### config.mk
export PLATFORM = sky130hd
export DESIGN_NAME = stw_sweep_controller
export DESIGN_NICKNAME = d
export VERILOG_FILES = /design/src/rtl/stw_ctrl_pkg.sv /design/src/rtl/stw_proxy_picker.sv /design/src/rtl/stw_sweep_controller.sv
export SDC_FILE = /design/constraint.sdc
export NUM_CORES = 1
export LEC_CHECK = 0
export ABC_CLOCK_PERIOD_IN_PS = 6600
export CAP_MARGIN = 20
export CORE_UTILIZATION = 25
export DETAILED_ROUTE_END_ITERATION = 7
export PLACE_DENSITY = 0.47
export SYNTH_ARGS = -nofsm -noshare
export SYNTH_HDL_FRONTEND = slang
export SYNTH_SLANG_ARGS = --single-unit
### constraint.sdc
create_clock -name clk -period 6.6 [get_ports clk]
set_clock_uncertainty 0.05 [all_clocks]
set_input_delay 1.32 -clock clk [delete_from_list [all_inputs] [get_ports clk]]
set_output_delay 1.32 -clock clk [all_outputs]
set_load 0.005 [all_outputs]
### src/rtl/stw_ctrl_pkg.sv
// Shared types and constants for the STW self-test sweep controller.
package stw_ctrl_pkg;

    typedef enum logic [3:0] {
        S_IDLE,
        S_LOAD,
        S_START,
        S_WAIT_LO,
        S_WAIT_HI,
        S_EVAL,
        S_NEXT,
        S_REPAIR,
        S_DONE
    } stw_state_e;

    // Test vector {mult_op1, mult_op2, add_op, expected}; offsets count WORD_SIZE words from the LSB.
    localparam int TV_WORDS        = 4;
    localparam int TV_EXPECTED_OFS = 0;
    localparam int TV_ADD_OP_OFS   = 1;
    localparam int TV_MULT_OP2_OFS = 2;
    localparam int TV_MULT_OP1_OFS = 3;

    localparam int STW_DEFAULT_TIMEOUT_CYC = 15;

endpackage

### src/rtl/stw_proxy_picker.sv
// Priority encoder: lowest-index spare that is healthy and not yet used as a proxy.
module stw_proxy_picker #(
    parameter int NUM_PE = 16,
    parameter int IW     = $clog2(NUM_PE)
) (
    input  logic [NUM_PE-1:0] spare_mask,
    input  logic [NUM_PE-1:0] fault_map,
    input  logic [NUM_PE-1:0] assigned,
    output logic              found,
    output logic [IW-1:0]     index
);
    logic [NUM_PE-1:0] eligible;

    assign eligible = spare_mask & ~fault_map & ~assigned;

    // Descending scan so the last hit, i.e. the lowest eligible index, wins.
    always_comb begin
        found = 1'b0;
        index = '0;
        for (int i = NUM_PE - 1; i >= 0; i--) begin
            if (eligible[i]) begin
                found = 1'b1;
                index = IW'(i);
            end
        end
    end

endmodule

### src/rtl/stw_sweep_controller.sv
// Sequences a self-test over every PE, records faults, then maps faulty PEs onto spare proxies.
// Optional feature macro: STW_TIMEOUT_EN (bounds the wait on each PE's completion).
module stw_sweep_controller
    import stw_ctrl_pkg::*;
#(
    parameter int NUM_PE      = 16,
    parameter int WORD_SIZE   = 16,
    parameter int TIMEOUT_CYC = STW_DEFAULT_TIMEOUT_CYC
) (
    input  logic                          clk,
    input  logic                          rst,
    input  logic                          sweep_start,
    input  logic [NUM_PE-1:0]             spare_mask,
    input  logic [TV_WORDS*WORD_SIZE-1:0] tv_in,
    output logic [TV_WORDS*WORD_SIZE-1:0] tv_out,
    output logic [NUM_PE-1:0]             stw_test_load_en,
    output logic [NUM_PE-1:0]             stw_start,
    input  logic [NUM_PE-1:0]             stw_complete,
    input  logic [NUM_PE-1:0]             stw_result,
    output logic                          array_stall,
    output logic [NUM_PE-1:0]             fault_map,
    output logic                          proxy_valid,
    output logic [$clog2(NUM_PE)-1:0]     proxy_src,
    output logic [$clog2(NUM_PE)-1:0]     proxy_dst,
    output logic                          unrepaired,
    output logic                          busy,
    output logic                          done
);
    localparam int                IW     = $clog2(NUM_PE);
    localparam logic [NUM_PE-1:0] PE_ONE = NUM_PE'(1);

    if (NUM_PE < 2) begin : g_bad_num_pe
        $error("stw_sweep_controller: NUM_PE must be at least 2");
    end
    if (TIMEOUT_CYC < 1) begin : g_bad_timeout
        $error("stw_sweep_controller: TIMEOUT_CYC must be at least 1");
    end

    stw_state_e        state, state_d;
    logic [IW-1:0]     idx, idx_d;
    logic [NUM_PE-1:0] fault_d, assigned, assigned_d;
    logic              unrep_d, latch_tv, proxy_fire, last_pe;
    logic              pick_found;
    logic [IW-1:0]     pick_index;

    assign last_pe = (idx == IW'(NUM_PE - 1));

    stw_proxy_picker #(
        .NUM_PE (NUM_PE),
        .IW     (IW)
    ) u_picker (
        .spare_mask (spare_mask),
        .fault_map  (fault_map),
        .assigned   (assigned),
        .found      (pick_found),
        .index      (pick_index)
    );

`ifdef STW_TIMEOUT_EN
    localparam int CW = $clog2(TIMEOUT_CYC + 1);

    logic [CW-1:0] wait_cnt;
    logic          timed_out;

    // Trips once the combined WAIT_LO+WAIT_HI time has gone past TIMEOUT_CYC cycles.
    assign timed_out = (wait_cnt == CW'(TIMEOUT_CYC));

    always_ff @(posedge clk or posedge rst) begin
        if (rst) begin
            wait_cnt <= '0;
        end else if (state == S_START) begin
            wait_cnt <= '0;
        end else if ((state == S_WAIT_LO || state == S_WAIT_HI) && !timed_out) begin
            wait_cnt <= wait_cnt + CW'(1);
        end
    end
`endif

    // NOTE: every signal written here gets a default first, so no path can leave one unassigned and infer a latch.
    always_comb begin
        state_d    = state;
        idx_d      = idx;
        fault_d    = fault_map;
        unrep_d    = unrepaired;
        assigned_d = assigned;
        latch_tv   = 1'b0;
        proxy_fire = 1'b0;
        case (state)
            S_IDLE: begin
                if (sweep_start) begin
                    latch_tv   = 1'b1;
                    fault_d    = '0;
                    unrep_d    = 1'b0;
                    assigned_d = '0;
                    idx_d      = '0;
                    state_d    = S_LOAD;
                end
            end
            S_LOAD:  state_d = S_START;
            S_START: state_d = S_WAIT_LO;
            S_WAIT_LO: begin
                if (!stw_complete[idx]) begin
                    state_d = S_WAIT_HI;
                end
`ifdef STW_TIMEOUT_EN
                else if (timed_out) begin
                    fault_d[idx] = 1'b1;
                    state_d      = S_NEXT;
                end
`endif
            end
            S_WAIT_HI: begin
                if (stw_complete[idx]) begin
                    state_d = S_EVAL;
                end
`ifdef STW_TIMEOUT_EN
                else if (timed_out) begin
                    fault_d[idx] = 1'b1;
                    state_d      = S_NEXT;
                end
`endif
            end
            S_EVAL: begin
                if (!stw_result[idx]) begin
                    fault_d[idx] = 1'b1;
                end
                state_d = S_NEXT;
            end
            S_NEXT: begin
                if (last_pe) begin
                    idx_d   = '0;
                    state_d = S_REPAIR;
                end else begin
                    idx_d   = idx + IW'(1);
                    state_d = S_LOAD;
                end
            end
            S_REPAIR: begin
                // Faulty spares are only recorded; they never need a proxy themselves.
                if (fault_map[idx] && !spare_mask[idx]) begin
                    if (pick_found) begin
                        proxy_fire             = 1'b1;
                        assigned_d[pick_index] = 1'b1;
                    end else begin
                        unrep_d = 1'b1;
                    end
                end
                if (last_pe) begin
                    idx_d   = '0;
                    state_d = S_DONE;
                end else begin
                    idx_d = idx + IW'(1);
                end
            end
            S_DONE:  state_d = S_IDLE;
            default: state_d = S_IDLE;
        endcase
    end

    // Strobes and status are registered from the next state so they are glitch-free and line up with the state.
    // NOTE: sequential state uses non-blocking assignments so every register samples pre-edge values.
    always_ff @(posedge clk or posedge rst) begin
        if (rst) begin
            state            <= S_IDLE;
            idx              <= '0;
            assigned         <= '0;
            tv_out           <= '0;
            stw_test_load_en <= '0;
            stw_start        <= '0;
            fault_map        <= '0;
            unrepaired       <= 1'b0;
            proxy_valid      <= 1'b0;
            proxy_src        <= '0;
            proxy_dst        <= '0;
            busy             <= 1'b0;
            done             <= 1'b0;
        end else begin
            state      <= state_d;
            idx        <= idx_d;
            assigned   <= assigned_d;
            fault_map  <= fault_d;
            unrepaired <= unrep_d;
            if (latch_tv) begin
                tv_out[TV_EXPECTED_OFS*WORD_SIZE +: WORD_SIZE] <= tv_in[TV_EXPECTED_OFS*WORD_SIZE +: WORD_SIZE];
                tv_out[TV_ADD_OP_OFS*WORD_SIZE   +: WORD_SIZE] <= tv_in[TV_ADD_OP_OFS*WORD_SIZE   +: WORD_SIZE];
                tv_out[TV_MULT_OP2_OFS*WORD_SIZE +: WORD_SIZE] <= tv_in[TV_MULT_OP2_OFS*WORD_SIZE +: WORD_SIZE];
                tv_out[TV_MULT_OP1_OFS*WORD_SIZE +: WORD_SIZE] <= tv_in[TV_MULT_OP1_OFS*WORD_SIZE +: WORD_SIZE];
            end
            stw_test_load_en <= (state_d == S_LOAD)  ? (PE_ONE << idx_d) : '0;
            stw_start        <= (state_d == S_START) ? (PE_ONE << idx_d) : '0;
            busy             <= (state_d != S_IDLE);
            done             <= (state_d == S_DONE);
            proxy_valid      <= proxy_fire;
            if (proxy_fire) begin
                proxy_src <= idx;
                proxy_dst <= pick_index;
            end
        end
    end

    assign array_stall = busy;

endmodule

# Yosys cells after proc, flatten, opt, wreduce, memory -nomap -nowiden
# Cells that the tools add are included.
# classes
addsub,1
order_cmp,4
eq_ne,16
n_shift,1
mux,70
bitwise,6
n_reduce_logical,12
# op_table
op,n
16-bit two-way mux,6
4-bit two-way mux,22
16-bit one-hot mux with 2 select lines,2
16-bit bitwise AND,2
16-bit NOT,2
16-bit bitwise OR,2
4-bit one-hot mux with 8 select lines,1
1-bit two-way mux,30
1-bit binary-select mux with 4-bit select,4
"4-bit by 3-bit equality test with 1-bit output, second input constant",4
"1-bit by 4-bit << shifter with 16-bit output, first input constant",1
"4-bit by 2-bit equality test with 1-bit output, second input constant",3
"4-bit by 5-bit < comparator with 1-bit output, second input constant",2
"2-bit != test, second input constant",5
1-bit demux with 4-bit select,2
"4-bit by 1-bit equality test with 1-bit output, second input constant",2
"4-bit equality test, second input constant",2
"4-bit by 1-bit >= comparator with 1-bit output, second input constant",2
4-bit one-hot mux with 2 select lines,1
4-bit AND reduction,2
"4-bit by 1-bit adder with 4-bit output, second input constant",1
4-bit zero test,1
2-bit nonzero test,2
4-bit nonzero test,1
other kinds (6),8
# totals
regBits,148
in_bits,115
output_inout_bits,125
wordCells,123

# Logic depth before layout (Yosys ltp)
# logic_depth
depth_word,27
ltp_mapped,9
ltp_nobuf,8

# Modules after synthesis
# Synthesis repeated with hierarchy kept, for this count alone.
# unflattened
hier_cells,652
hier_area_um2,6645.1
# by_module_without_submodules
module,n_inst,cells_per_inst,area_per_inst_um2,seq_area_each_um2
stw_sweep_controller,1,604,6306.0,3703.6
stw_proxy_picker,1,48,339.1,0.0

# Worst setup path before layout
# Ideal clock, no wire load.
# synth_timing
kind,in2reg
start,input port spare_mask[5]
end,register proxy_dst[0]
setup_ps,125
t_arrival_ps,2927
t_required_ps,6425
path_slack_ps,3499
path_stages,6
path_buffers,0
cell_sequence,nor3b_2 -> or4_1 -> nor2_1 -> a31oi_1 -> nand2_4 -> mux2_2
# synth_via
elab_chain_cells,11
word_cells_on_any_way,21
cone_classes,17 x mux; 2 x bitwise; 2 x reduce/logical
# synth_lines
item,line_no,source
from (decl),stw_sweep_controller.sv:13,"input logic [NUM_PE-1:0] spare_mask,"
16-bit bitwise AND (2 in series),stw_proxy_picker.sv:14,assign eligible = spare_mask & ~fault_map & ~assigned;
1-bit two-way mux (6 in series),stw_proxy_picker.sv:21,if (eligible[i]) begin
1-bit two-way mux,stw_sweep_controller.sv:141,if (pick_found) begin
1-bit two-way mux,stw_sweep_controller.sv:140,if (fault_map[idx] && !spare_mask[idx]) begin
1-bit two-way mux,stw_sweep_controller.sv:88,case (state)
to (signal assigned),stw_sweep_controller.sv:196,proxy_dst <= pick_index;
to (decl),stw_sweep_controller.sv:24,"output logic [$clog2(NUM_PE)-1:0] proxy_dst,"
# Parallel ways exist; a longest one is shown, timed or not. The select of a mux whose other input is x is not followed.
# A chain may end at the register's enable or synchronous reset.

# Final worst setup path
# layout_timing
start,input port spare_mask[11]
end,register assigned[11]
# layout_via
elab_chain_cells,22
word_cells_on_any_way,42
cone_classes,2 x order compare; 2 x eq/ne; 31 x mux; 3 x bitwise; 4 x reduce/logical
# layout_lines
item,line_no,source
16-bit bitwise AND (2 in series),stw_proxy_picker.sv:14,
4-bit two-way mux (12 in series),stw_proxy_picker.sv:21,
4-bit by 5-bit < comparator with 1-bit output (not written as such) / 4-bit by 1-bit >= comparator with 1-bit output (equally long branches),stw_sweep_controller.sv:143,assigned_d[pick_index] = 1'b1;
1-bit logical AND (not written as such),stw_sweep_controller.sv:143,
1-bit two-way mux (not written as such),stw_sweep_controller.sv:143,
1-bit demux with 4-bit select,stw_sweep_controller.sv:143,
16-bit bitwise OR (no source line),-,
16-bit two-way mux,stw_sweep_controller.sv:141,
16-bit two-way mux,stw_sweep_controller.sv:140,
16-bit one-hot mux with 2 select lines,stw_sweep_controller.sv:88,
to (signal assigned),stw_sweep_controller.sv:180,assigned <= assigned_d;
to (decl),stw_sweep_controller.sv:41,"logic [NUM_PE-1:0] fault_d, assigned, assigned_d;"
# Parallel ways exist; a longest one is shown, timed or not. The select of a mux whose other input is x is not followed.

==> impl_metrics.tcl <==
set metrics [dict create \
    syn_area_per_cell_sq_um 9.873 \
    hold_viol 0 \
    cp-end-kind "flip-flop" \
    synth_common_cells "nand2_1 (246), dfrtp_1 (148), nor2_1 (63)" \
    synth_fp_nets 777 \
    fillers 2552 \
    nets 1008 \
    routedWlPerCell_um 16.68 \
    boundaryPins 240 \
    tightest_slew_ns 0.9295 \
    clk_path_buf_depth 2 \
    min_path_cells 2 \
    required_ns 6.85 \
    swShare_pct 34.23 \
    pwr_density_cell_nw_per_um2 395.4 \
    port_buffers 239 \
    finalCritPeriodShare_pct 50.81 \
    synth_top_family_by_area "simple AND/OR/NAND/NOR gates" \
    grt_pass1_vias 5441 \
    drv_cap 0 \
    die_height_um 163.2 \
    yosys.area_share.simple_pct 24.38 \
    rr_worst_depth 6 \
    critical_path_class "input pin to flip-flop" \
    synthMuxAreaShare_pct 5.894 \
    synth.most_common_cell "nand2_1" \
    synth_top_flop_cell "dfrtp_1" \
    whs_ns 0.4217 \
    period_minus_slack_ns 3.353 \
    ys_seq_area_share_pct 57.01 \
    grtUsageTotal_pct 15.70 \
    grt_overflow 0 \
    rows 58 \
    seqCellArea_sq_um 3704 \
    ant_nets 0 \
    syn_to_final_growth_pct 51.37 \
    synth_area_leaders "dfrtp_1 (57%), nand2_1 (14%), nor2_1 (3.6%)" \
    leakage_nw 4.379 \
    routed-via-count 5497 \
    place_congestion 0.7757 \
    dp_cells 1199 \
    die_w_um 163.2 \
    rsz0062_at_grt "no" \
    dpl.hpwl_um 14580 \
    p_comb_share_pct 37.1 \
    remaining_drc_errors 0 \
    drive_gt1_share_pct 7.761 \
    m1WireLength_um 9405 \
    status "finished, final reports clean" \
    cts-root-buf "clkbuf_16" \
    start_kind "input pin" \
    ys_types 63 \
    vias_per_cell 4.462 \
    first_iter_violations 252 \
    slew_headroom_pct 38.03 \
    cts_buffers 17 \
    post_cts_resize_count 0 \
    antenna_found_initial 0 \
    synthAdderAreaFrac_pct 0.7704 \
    wl_met2_um 9750 \
    path_clk_slew_ns 0.06 \
    hp-start "tv_out[31]" \
    initial_core_util_pct 25.65 \
    cts_tree "built" \
    drtPass1Iterations 5 \
    pwr-share-clk_pct 26.6 \
    power_frac_seq_pct 36.3 \
    fin_cells 1232 \
    synth_seq_cells 148 \
    dieArea_sq_um 26630 \
    synth-edff-count 0 \
    yosys.area.top_type_share_pct 57.01 \
    synthesis.area_sq_um 6496 \
    arrival_ns 3.60 \
    fin_setup_tns_ns 0 \
    synth_compound_area_share_pct 9.264 \
    setup_viol 0 \
    max_freq_mhz 298.2 \
    cts.sinks 148 \
    async_flop_share_pct 100.0 \
    highest_layer "met4" \
    vdd_drop_max_mv 0.1283 \
    maxSlewViolCount 0 \
    grt_max_degree 101 \
    yosysWarningCount 0 \
    hold_end "tv_out[31]" \
    synth_xor_area_share_pct 0 \
    insertion_delay_ns 0.42 \
    cts_max_level 4 \
    p_sw_mw 1.331 \
    hold_class "flip-flop to flip-flop" \
    grt_pass1_wl_um 32040 \
    path_max_fanout 4 \
    internal_power_mw 2.557 \
    r2r-end "proxy_dst[2]" \
    synth_top_area_cell "dfrtp_1" \
    routed_wl_um 20550 \
    post-cts-setup-buffers 0 \
    cts_hold_buf 0 \
    multiInputGateArea_sq_um 2628 \
    synth_cells 658 \
    coreArea_sq_um 25330 \
    rr_startpoint "idx[1]" \
    rrSetupSlack_ns 3.56 \
    diodes 0 \
    routed-wl-met3_um 999 \
]
critical path, cell delays in order:
cell and delay, ns:
clkdlybuf4s50_1 0.48, nor3b_1 0.47, a221oi_1 0.11, o31ai_1 0.39
a21o_1 0.21, nand3_1 0.20, o41ai_1 0.43
how the worst max path moves through the flow:
stage,startpoint,endpoint,slack [ns],cells after the start
2_1_floorplan,rst,array_stall,1.25,1
3_3_place_gp,spare_mask[11],assigned[11],2.74,7
3_5_place_dp,spare_mask[11],assigned[11],2.81,7
4_1_cts,spare_mask[11],assigned[11],3.27,7
5_1_grt,spare_mask[7],assigned[15],3.02,7
6_report,spare_mask[11],assigned[11],3.25,7
state kept, by name (all words and copies together), names as in the netlist:
| name | flops |
|---|---|
| proxy_valid | 1 |
| proxy_src | 4 |
| fault_map | 16 |
| done | 1 |
| stw_test_load_en | 16 |
| state | 4 |
| assigned | 16 |
| unrepaired | 1 |
| idx | 4 |
| tv_out | 64 |
| stw_start | 16 |
| array_stall | 1 |
| proxy_dst | 4 |
power groups by stage:
stage	clock network, mW	registers, mW	logic [mW]
2_1_floorplan	0	1.35	0.747
4_1_cts	1.06	1.41	1.46
3_3_place_gp	0	1.43	1.46
6_report	1.03	1.41	1.44
3_5_place_dp	0	1.42	1.46
5_1_grt	1.10	1.45	1.59
through the flow:
stage	area (sq um)	power [mW]	setup slack (ns)	utilization (%)
floorplan	6496	2.096	1.250	-
global placement	9198	2.885	2.742	36.32
detailed placement	9198	2.882	2.811	36.32
CTS	9813	3.935	3.267	38.75
global route	9833	4.141	3.018	38.83
finish	9833	3.888	3.247	38.83
cell families (layout without fill, tap and decap cells):
| group | after synthesis | after routing |
|---|---|---|
| flip-flops | 148 | 148 |
| AO/OA/AOI/OAI | 79 | 79 |
| buffers and inverters | 40 | 284 |
| adder cells (fa/ha/maj) | 4 | 4 |
| AND/OR/NAND/NOR | 367 | 367 |
| multiplexers | 20 | 20 |
layout make-up:
type | instances | share of cell area, %
Tap cell | 330 | 4.199
Clock buffer | 19 | 4.504
Inverter | 9 | 0.3945
Sequential cell | 148 | 37.66
Multi-Input combinational cell | 470 | 26.72
Timing Repair Buffer | 243 | 24.76
Clock inverter | 13 | 1.756
layer usage:
metal / vias to the layer above / global-route usage (%)
met2: 150 / 24.33
met3: 23 / 3.479
met5: - / 0
met4: 0 / 5.777
met1: 2646 / 21.33
li1: 2678 / -
placed cells by master, fill, tap and decap left out, types with 5 or more instances in the layout:
| master | count |
|---|---|
| a31oi_1 | 5 |
| o31ai_1 | 14 |
| nor3b_1 | 18 |
| a22o_1 | 9 |
| dfrtp_1 | 148 |
| nor2_1 | 63 |
| o21ai_0 | 5 |
| nand3_1 | 8 |
| inv_1 | 7 |
| mux2_2 | 6 |
| inv_6 | 6 |
| clkbuf_16 | 17 |
| a21oi_1 | 13 |
| nand2_1 | 245 |
| mux4_2 | 10 |
| clkdlybuf4s50_1 | 239 |
(Power assumes the default switching activity.)
